### src/rtl/sysid_reader.sv
// -----------------------------------------------------------------------------
// sysid_reader
//
// Avalon-MM read master that fetches the two words of a Qsys system-ID slave
// (word 0 = ID, word 1 = build timestamp) and compares them against build-time
// constants. The result drives a "bitstream and software belong together" flag
// for a status LED and for gating game start-up.
//
// Ports:
//   clock              system clock, everything on the rising edge
//   reset              synchronous, active-high
//   start              begin a check; only honoured in IDLE or DONE
//   avm_address        word address (0 = ID, 1 = timestamp)
//   avm_read           read command
//   avm_readdata       read data from the slave
//   avm_waitrequest    slave stall
//   avm_readdatavalid  read data valid (only used when USE_READDATAVALID = 1)
//   busy               high from start acceptance until DONE is entered
//   done               high while in DONE
//   pass               id_ok & (ts_ok | ~CHECK_TIMESTAMP) & ~timeout
//   id_ok / ts_ok      captured word equals its expected constant
//   timeout            a read phase ran out of cycles
//   id_value/ts_value  captured ID and timestamp words
//
// Handshake: a read command is accepted in a cycle where avm_read = 1 and
// avm_waitrequest = 0; address and read are held stable until then. With
// USE_READDATAVALID = 0 the data is taken in the accept cycle; otherwise it is
// taken in the first cycle with avm_readdatavalid = 1, which may coincide with
// the accept cycle.
// -----------------------------------------------------------------------------
module sysid_reader #(
    parameter logic [31:0] EXPECTED_ID        = 32'd0,
    parameter logic [31:0] EXPECTED_TIMESTAMP = 32'd1476685446,
    parameter bit          CHECK_TIMESTAMP    = 1'b1,
    parameter bit          USE_READDATAVALID  = 1'b0,
    parameter int          TIMEOUT_CYCLES     = 255
) (
    input  logic        clock,
    input  logic        reset,
    input  logic        start,
    output logic        avm_address,
    output logic        avm_read,
    input  logic [31:0] avm_readdata,
    input  logic        avm_waitrequest,
    input  logic        avm_readdatavalid,
    output logic        busy,
    output logic        done,
    output logic        pass,
    output logic        id_ok,
    output logic        ts_ok,
    output logic        timeout,
    output logic [31:0] id_value,
    output logic [31:0] ts_value
);

    typedef enum logic [2:0] {
        S_IDLE    = 3'd0,
        S_ID_CMD  = 3'd1,
        S_ID_WAIT = 3'd2,
        S_TS_CMD  = 3'd3,
        S_TS_WAIT = 3'd4,
        S_DONE    = 3'd5
    } state_t;

    // The phase has used up its budget when the counter sits at LIMIT-1 and
    // this cycle brings no completion.
    localparam logic [15:0] LIMIT_M1 = 16'(TIMEOUT_CYCLES - 1);

    state_t      r_state;
    logic [15:0] r_cnt;
    logic        r_addr;
    logic        r_read;
    logic        r_busy;
    logic        r_done;
    logic        r_pass;
    logic        r_id_ok;
    logic        r_ts_ok;
    logic        r_timeout;
    logic [31:0] r_id_value;
    logic [31:0] r_ts_value;

    logic w_in_cmd;
    logic w_in_wait;
    logic w_in_id;
    logic w_accept;
    logic w_data;
    logic w_limit;
    logic w_id_match;
    logic w_ts_match;

    assign w_in_cmd   = (r_state == S_ID_CMD)  || (r_state == S_TS_CMD);
    assign w_in_wait  = (r_state == S_ID_WAIT) || (r_state == S_TS_WAIT);
    assign w_in_id    = (r_state == S_ID_CMD)  || (r_state == S_ID_WAIT);
    assign w_accept   = w_in_cmd && r_read && !avm_waitrequest;
    // Data for the current phase: either in the accept cycle (readLatency 0)
    // or on readdatavalid while the command is being accepted or afterwards.
    assign w_data     = USE_READDATAVALID ? ((w_accept || w_in_wait) && avm_readdatavalid)
                                          : w_accept;
    assign w_limit    = (r_cnt == LIMIT_M1);
    assign w_id_match = (r_id_value == EXPECTED_ID);
    // The timestamp is compared as it is captured, so DONE's flags are ready
    // in the same edge that enters DONE.
    assign w_ts_match = (avm_readdata == EXPECTED_TIMESTAMP);

    always_ff @(posedge clock) begin
        if (reset) begin
            r_state    <= S_IDLE;
            r_cnt      <= '0;
            r_addr     <= 1'b0;
            r_read     <= 1'b0;
            r_busy     <= 1'b0;
            r_done     <= 1'b0;
            r_pass     <= 1'b0;
            r_id_ok    <= 1'b0;
            r_ts_ok    <= 1'b0;
            r_timeout  <= 1'b0;
            r_id_value <= '0;
            r_ts_value <= '0;
        end else begin
            case (r_state)
                S_IDLE, S_DONE: begin
                    if (start) begin
                        r_state    <= S_ID_CMD;
                        r_cnt      <= '0;
                        r_addr     <= 1'b0;
                        r_read     <= 1'b1;
                        r_busy     <= 1'b1;
                        r_done     <= 1'b0;
                        r_pass     <= 1'b0;
                        r_id_ok    <= 1'b0;
                        r_ts_ok    <= 1'b0;
                        r_timeout  <= 1'b0;
                        r_id_value <= '0;
                        r_ts_value <= '0;
                    end
                end
                S_ID_CMD, S_ID_WAIT, S_TS_CMD, S_TS_WAIT: begin
                    // Completion wins over the limit in the same cycle.
                    if (w_data) begin
                        if (w_in_id) begin
                            r_id_value <= avm_readdata;
                            r_state    <= S_TS_CMD;
                            r_cnt      <= '0;
                            r_addr     <= 1'b1;
                            r_read     <= 1'b1;
                        end else begin
                            r_ts_value <= avm_readdata;
                            r_state    <= S_DONE;
                            r_read     <= 1'b0;
                            r_busy     <= 1'b0;
                            r_done     <= 1'b1;
                            r_id_ok    <= w_id_match;
                            r_ts_ok    <= w_ts_match;
                            r_pass     <= w_id_match && (w_ts_match || !CHECK_TIMESTAMP);
                        end
                    end else if (w_limit) begin
                        r_state   <= S_DONE;
                        r_read    <= 1'b0;
                        r_busy    <= 1'b0;
                        r_done    <= 1'b1;
                        r_timeout <= 1'b1;
                        r_id_ok   <= 1'b0;
                        r_ts_ok   <= 1'b0;
                        r_pass    <= 1'b0;
                    end else begin
                        r_cnt <= r_cnt + 16'd1;
                        // Only reachable with readdatavalid: command taken,
                        // data still outstanding.
                        if (w_accept) begin
                            r_read  <= 1'b0;
                            r_state <= w_in_id ? S_ID_WAIT : S_TS_WAIT;
                        end
                    end
                end
                default: r_state <= S_IDLE;
            endcase
        end
    end

    assign avm_address = r_addr;
    assign avm_read    = r_read;
    assign busy        = r_busy;
    assign done        = r_done;
    assign pass        = r_pass;
    assign id_ok       = r_id_ok;
    assign ts_ok       = r_ts_ok;
    assign timeout     = r_timeout;
    assign id_value    = r_id_value;
    assign ts_value    = r_ts_value;

endmodule

### config.mk
export PLATFORM = sky130hd
export DESIGN_NAME = sysid_reader
export DESIGN_NICKNAME = d
export VERILOG_FILES = /design/src/rtl/sysid_reader.sv
export SDC_FILE = /design/constraint.sdc
export NUM_CORES = 1
export LEC_CHECK = 0
export ABC_AREA = 1
export CAP_MARGIN = 20
export CORE_MARGIN = 5
export CORE_UTILIZATION = 40
export DETAILED_ROUTE_END_ITERATION = 6
export GPL_ROUTABILITY_DRIVEN = 0
export PLACE_DENSITY = 0.67
export SYNTH_ARGS = -nofsm -noshare
export SYNTH_HDL_FRONTEND = slang
export SYNTH_SLANG_ARGS = --single-unit
export TNS_END_PERCENT = 1
### constraint.sdc
create_clock -name clock -period 1.85 [get_ports clock]
set_clock_uncertainty 0.15 [all_clocks]
set_input_delay 0.2775 -clock clock [delete_from_list [all_inputs] [get_ports clock]]
set_output_delay 0.2775 -clock clock [all_outputs]
set_load 0.005 [all_outputs]
### Word-level counts from Yosys, hierarchy flattened

Cells that the tools add are included.

| storage, ports and cells | value |
|---|---|
| bits in registers | 91 |
| bits in latches | 0 |
| bits in writable memories | 0 |
| bits in read-only memories | 0 |
| input bits | 37 |
| output and inout port bits | 72 |
| word-level logic and storage cells | 92 |
| memories | 0 |

| cells by class | value |
|---|---|
| add/subtract/negate cells | 1 |
| $mul | 0 |
| divide/modulo/power cells | 0 |
| magnitude comparators | 0 |
| equality and inequality tests | 17 |
| shifts and indexed selects | 0 |
| multiplexer cells | 44 |
| bitwise gates (word level) | 0 |
| reduce and logical (&&, ||, !) cells | 18 |

Operators with widths:

| operator | count |
|---|---|
| two-way mux 32 bit | 5 |
| case mux 32 bit (2 select lines) | 2 |
| two-way mux 16 bit | 4 |
| equality test 32 x 31 -> 1 bit, second input constant | 1 |
| zero test 32 bit | 1 |
| case mux 16 bit (2 select lines) | 1 |
| AND reduction 4 bit | 5 |
| two-way mux 1 bit | 19 |
| adder 16 x 1 -> 16 bit, second input constant | 1 |
| equality test 16 x 8 -> 1 bit, second input constant | 1 |
| case mux 1 bit (2 select lines) | 8 |
| two-way mux 3 bit | 4 |
| inequality test 2 bit, second input constant | 6 |
| inequality test 3 bit, second input constant | 4 |
| equality test 3 x 2 -> 1 bit, second input constant | 2 |
| equality test 3 bit, second input constant | 2 |
| case mux 3 bit (2 select lines) | 1 |
| OR reduction 4 bit | 1 |
| equality test 3 x 1 -> 1 bit, second input constant | 1 |
| logical AND 1 bit | 3 |
| zero test 3 bit | 1 |
| AND reduction 3 bit | 1 |
| logical OR 1 bit | 2 |
| AND reduction 2 bit | 1 |
| other kinds (3) | 3 |

### Logic depth before layout (Yosys ltp)

| depth | value |
|---|---|
| word-level depth | 6 |
| depth in mapped cells | 13 |
| gate-level depth less buffers | 11 |

### Worst setup path before layout

Ideal clock, no wire load.

| timing path | value |
|---|---|
| path type | flip-flop to flip-flop |
| from | register r_read, in the netlist avm_read |
| to | register r_id_value[21], in the netlist id_value[21] |
| setup time | 0.116 ns |
| data arrival time | 1.362 ns |
| data required time | 1.584 ns |
| path slack | 0.223 ns |
| cell stages (with the launch flop) | 12 |
| buffers on the path | 2 |
| period minus slack after synthesis | 1.627 ns |
| cells stage by stage | dfxtp_1 -> inv_1 -> nor2_1 -> nand3_1 -> nor2_1 -> nor2_2 -> nor2_4 -> inv_2 -> buf_6 -> buf_6 -> nor2_1 -> nor2_1 |

| on the way | value |
|---|---|
| cells in the longest elaborated chain, start to end | 4 |

Ends and longest elaborated chain:

| item | line | text |
|---|---|---|
| start: declaration | 72 | `logic r_read;` |
| start signal: assignment | 110 | `r_read <= 1'b0;` |
| start signal: assignment | 126 | `r_read <= 1'b1;` |
| start signal: assignment | 145 | `r_read <= 1'b1;` |
| logical AND 1 bit (2 in a row) | 94 | `assign w_accept = w_in_cmd && r_read && !avm_waitrequest;` |
| inequality test 2 bit (no source line) | n/a |  |
| AND reduction 4 bit (no source line) | n/a |  |
| end signal: assignment | 141 | `r_id_value <= avm_readdata;` |
| end: declaration | 79 | `logic [31:0] r_id_value;` |

Every way passes these cells.
A chain may end at the register's enable or synchronous reset.

### Worst setup path in the final report

| timing path | value |
|---|---|
| from | register r_cnt[1] |
| to | register r_cnt[14] |

| on the way | value |
|---|---|
| cells in the longest elaborated chain, start to end | 4 |
| elaborated cells on any way between the ends | 7 |
| classes of those cells | 1 x add/sub; 2 x eq/ne; 3 x mux; 1 x reduce/logical |

Ends and longest elaborated chain:

| item | line | text |
|---|---|---|
| start: declaration | 70 | `logic [15:0] r_cnt;` |
| start signal: assignment | 166 | `r_cnt <= r_cnt + 16'd1;` |
| adder 16 x 1 -> 16 bit | 166 |  |
| two-way mux 16 bit | 156 | `end else if (w_limit) begin` |
| two-way mux 16 bit | 139 | `if (w_data) begin` |
| case mux 16 bit (2 select lines) | 120 | `case (r_state)` |

Several ways; a longest one is shown, not always the timed one. The select of a mux whose other input is x is not followed.

==> impl_metrics.csv <==
group,metric,value,unit
logic_synthesis,synth_xor_area_frac,0.00404,
power_and_ir_drop,leakagePower,2.40,nW
global_route,antenna_found_initial,0,
logic_synthesis,yosys.area_share.simple,0.353,
logic_synthesis,seq_area_frac_synth,0.420,
routing,drtAntennaViolNets,0,
routing,drc_errors,0,
layout,multiInputGateArea,2140,sq um
placement,dpl.cell_count,906,
placement,numPortBuffers,107,
timing,worst_slew_pin_slew,498,ps
layout,antenna_cells,0,
timing,hold_slack,229,ps
placement,hpwl,9.46,mm
critical_path,cp_max_fo,5,
timing,finalHoldViolCount,0,
clocking,htreeDepth,3,
timing,fin_crit_sh,0.943,
layout,fin_nets,816,
critical_path,crit_required,1980,ps
logic_synthesis,netlist_instances,659,
timing,slew_headroom,0.668,
timing,max_freq,573,MHz
critical_path,cp-start-kind,"register",
clocking,clkTransAtPathRegs,90,ps
global_route,grtUsageTotal,0.199,
run_status,status,"finished clean",
layout,ff_latch_area,1830,sq um
min_path,hold_class,"in2reg",
critical_path,end_kind,"register",
timing,finalSetupViolCount,0,
logic_synthesis,yosysWarnings,0,
clocking,cts_buffers,9,
critical_path,critical_path_class,"reg2reg",
layout,fillers,1087,
floorplanning,die-area,13000,sq um
floorplanning,io_pins,109,
layout,final_cell_mix,"nor2_1 (168), nand2_1 (112), clkdlybuf4s50_1 (106), dfxtp_1 (87), a21oi_1 (60)",
power_and_ir_drop,power,0.00773,W
logic_synthesis,avgSynthCellArea,6.59,sq um
layout,drive_above_1_share,0.0972,
routing,routed-via-count,4518,
routing,routed_wl,12.8,mm
clocking,clock_path_buffers,2,
global_route,grt_max_degree,46,
clocking,clkSinkCount,91,
timing,rsz0062_at_grt,"true",
logic_synthesis,synth_top_area_share,0.420,
logic_synthesis,synth_cell_types,31,
logic_synthesis,syn_nets,698,
routing,post_drt_wl_per_cell,13.9,microns
logic_synthesis,ys_top_cells_by_area,"dfxtp_1 (42%), nor2_1 (15%), nand2_1 (9.9%)",
logic_synthesis,synthAdderAreaFrac,0.00577,
timing,slew_violations,0,
power_and_ir_drop,ir_drop,0.845,mV
clocking,cts_root_buf,"clkbuf_8",
logic_synthesis,ys_seq_elements,91,
floorplanning,core_area,10700,sq um
critical_path,rrSetupSlack,110,ps
floorplanning,start_util,0.404,
timing,period_minus_slack,1740,ps
clocking,cts_tree,"yes",
logic_synthesis,synth_compound_area_frac,0.125,
floorplanning,fp.dieW,114,microns
logic_synthesis,synth_top_area_cell,"dfxtp_1",
critical_path,arrival,1870,ps
clocking,clk_latency,360,ps
routing,drt_pass1_iterations,6,
logic_synthesis,synth_top_family_by_area,"simple AND/OR/NAND/NOR gates",
layout,final_cell_count_no_fill,922,
global_route,grt-ovfl-total,0,
layout,area_growth,36.8,%
logic_synthesis,synth_mux_area_frac,0,
floorplanning,row_count,38,
power_and_ir_drop,pwr_density_cell,1300,nW/um^2
floorplanning,die_height,114,microns
routing,drtIter0Drc,314,
job,drv_cap,0,
global_route,grt_pass1_vias,4432,
routing,via_per_inst,4.90,
logic_synthesis,syn_area,4340,sq um
global_route,grt_pass1_wl,21.2,mm
layout,mostFrequentLayoutCell,"nor2_1",
-- routing by layer --
metal,global-route usage,share of wire,vias up
met4,0.0459,0.012,0
met2,0.338,0.49,126
met5,0,0,-
met1,0.242,0.42,2046
li1,-,-,2330
met3,0.0708,0.079,16
-- synth_stat cells, drive strengths merged --
master / number
nor2: 176
nand2: 118
dfxtp: 91
inv: 65
a21oi: 60
nand3: 52
o21ai: 39
buf: 16
clkbuf: 14
nand4: 14
o21bai: 4
ha: 2
nor3: 2
o211ai: 2
and3: 1
or2: 1
xnor2: 1
xor2: 1
-- power by group --
| group | internal [W] | leakage, nW | switching (W) | total (W) |
|---|---|---|---|---|
| Combinational | 0.00157 | 1.56 | 0.00225 | 0.00382 |
| Sequential | 0.00231 | 0.744 | 0.000255 | 0.00256 |
| Clock | 0.000628 | 0.0966 | 0.000719 | 0.00135 |
-- area by class of cell --
type                       instances  area share
tap                              140      0.0295
multi-input combinational        473       0.361
timing repair buffer             137       0.227
clock buffer                      10      0.0215
clock inverter                     6      0.0110
sequential                        91       0.308
inverter                          65      0.0419
-- worst max-delay path, cell delays in order, from the launching register on --
cell and delay [ps]:
dfxtp_1 410, ha_1 240, nand2_1 120, nor2_1 300
nand3_1 130, nand2_1 90, nand4_1 90, a21oi_1 160
-- state kept, by name, summed over array words and instances, names as in the netlist --
| signal | flops |
|---|---|
| avm_address | 1 |
| avm_read | 1 |
| busy | 1 |
| done | 1 |
| id_ok | 1 |
| id_value | 32 |
| pass | 1 |
| r_cnt | 16 |
| r_state | 3 |
| timeout | 1 |
| ts_ok | 1 |
| ts_value | 32 |
-- final timing paths --
| kind | startpoint | end | depth (start not counted) |
|---|---|---|---|
| hold / removal | reset | id_value[21] | 5 |
| setup reg to reg | r_cnt[1] | r_cnt[14] | 7 |
| setup / recovery | r_cnt[1] | r_cnt[14] | 7 |
| hold reg to reg | busy | busy | 2 |
-- metrics by stage --
| stage | util | setup WS, ps | area (sq um) | setup TNS, ps |
|---|---|---|---|---|
| 4_1_cts | 0.549 | 53.9 | 5900 | 0 |
| 2_1_floorplan | - | 223 | 4340 | 0 |
| 3_3_place_gp | 0.531 | -241 | 5700 | -13390 |
| 6_report | 0.552 | 106 | 5940 | 0 |
| 3_5_place_dp | 0.531 | -314 | 5700 | -16990 |
| 5_1_grt | 0.552 | -8.40 | 5940 | -8.40 |
-- logic make-up after synthesis --
| logic type | count (synthesis) |
|---|---|
| compound gates | 105 |
| xor+xnor | 2 |
| fa+ha+maj | 2 |
| buf+inv | 95 |
| flops | 91 |
| simple gates | 364 |
-- what timing repair did --
item | in CTS | in global routing
gates resized for setup | 1 | 14
buffers inserted | 0 | 0
hold endpoints to repair | 0 | 0
setup endpoints to repair | 2 | 54
hold buffers | 0 | 0
(Power assumes the default switching activity.)
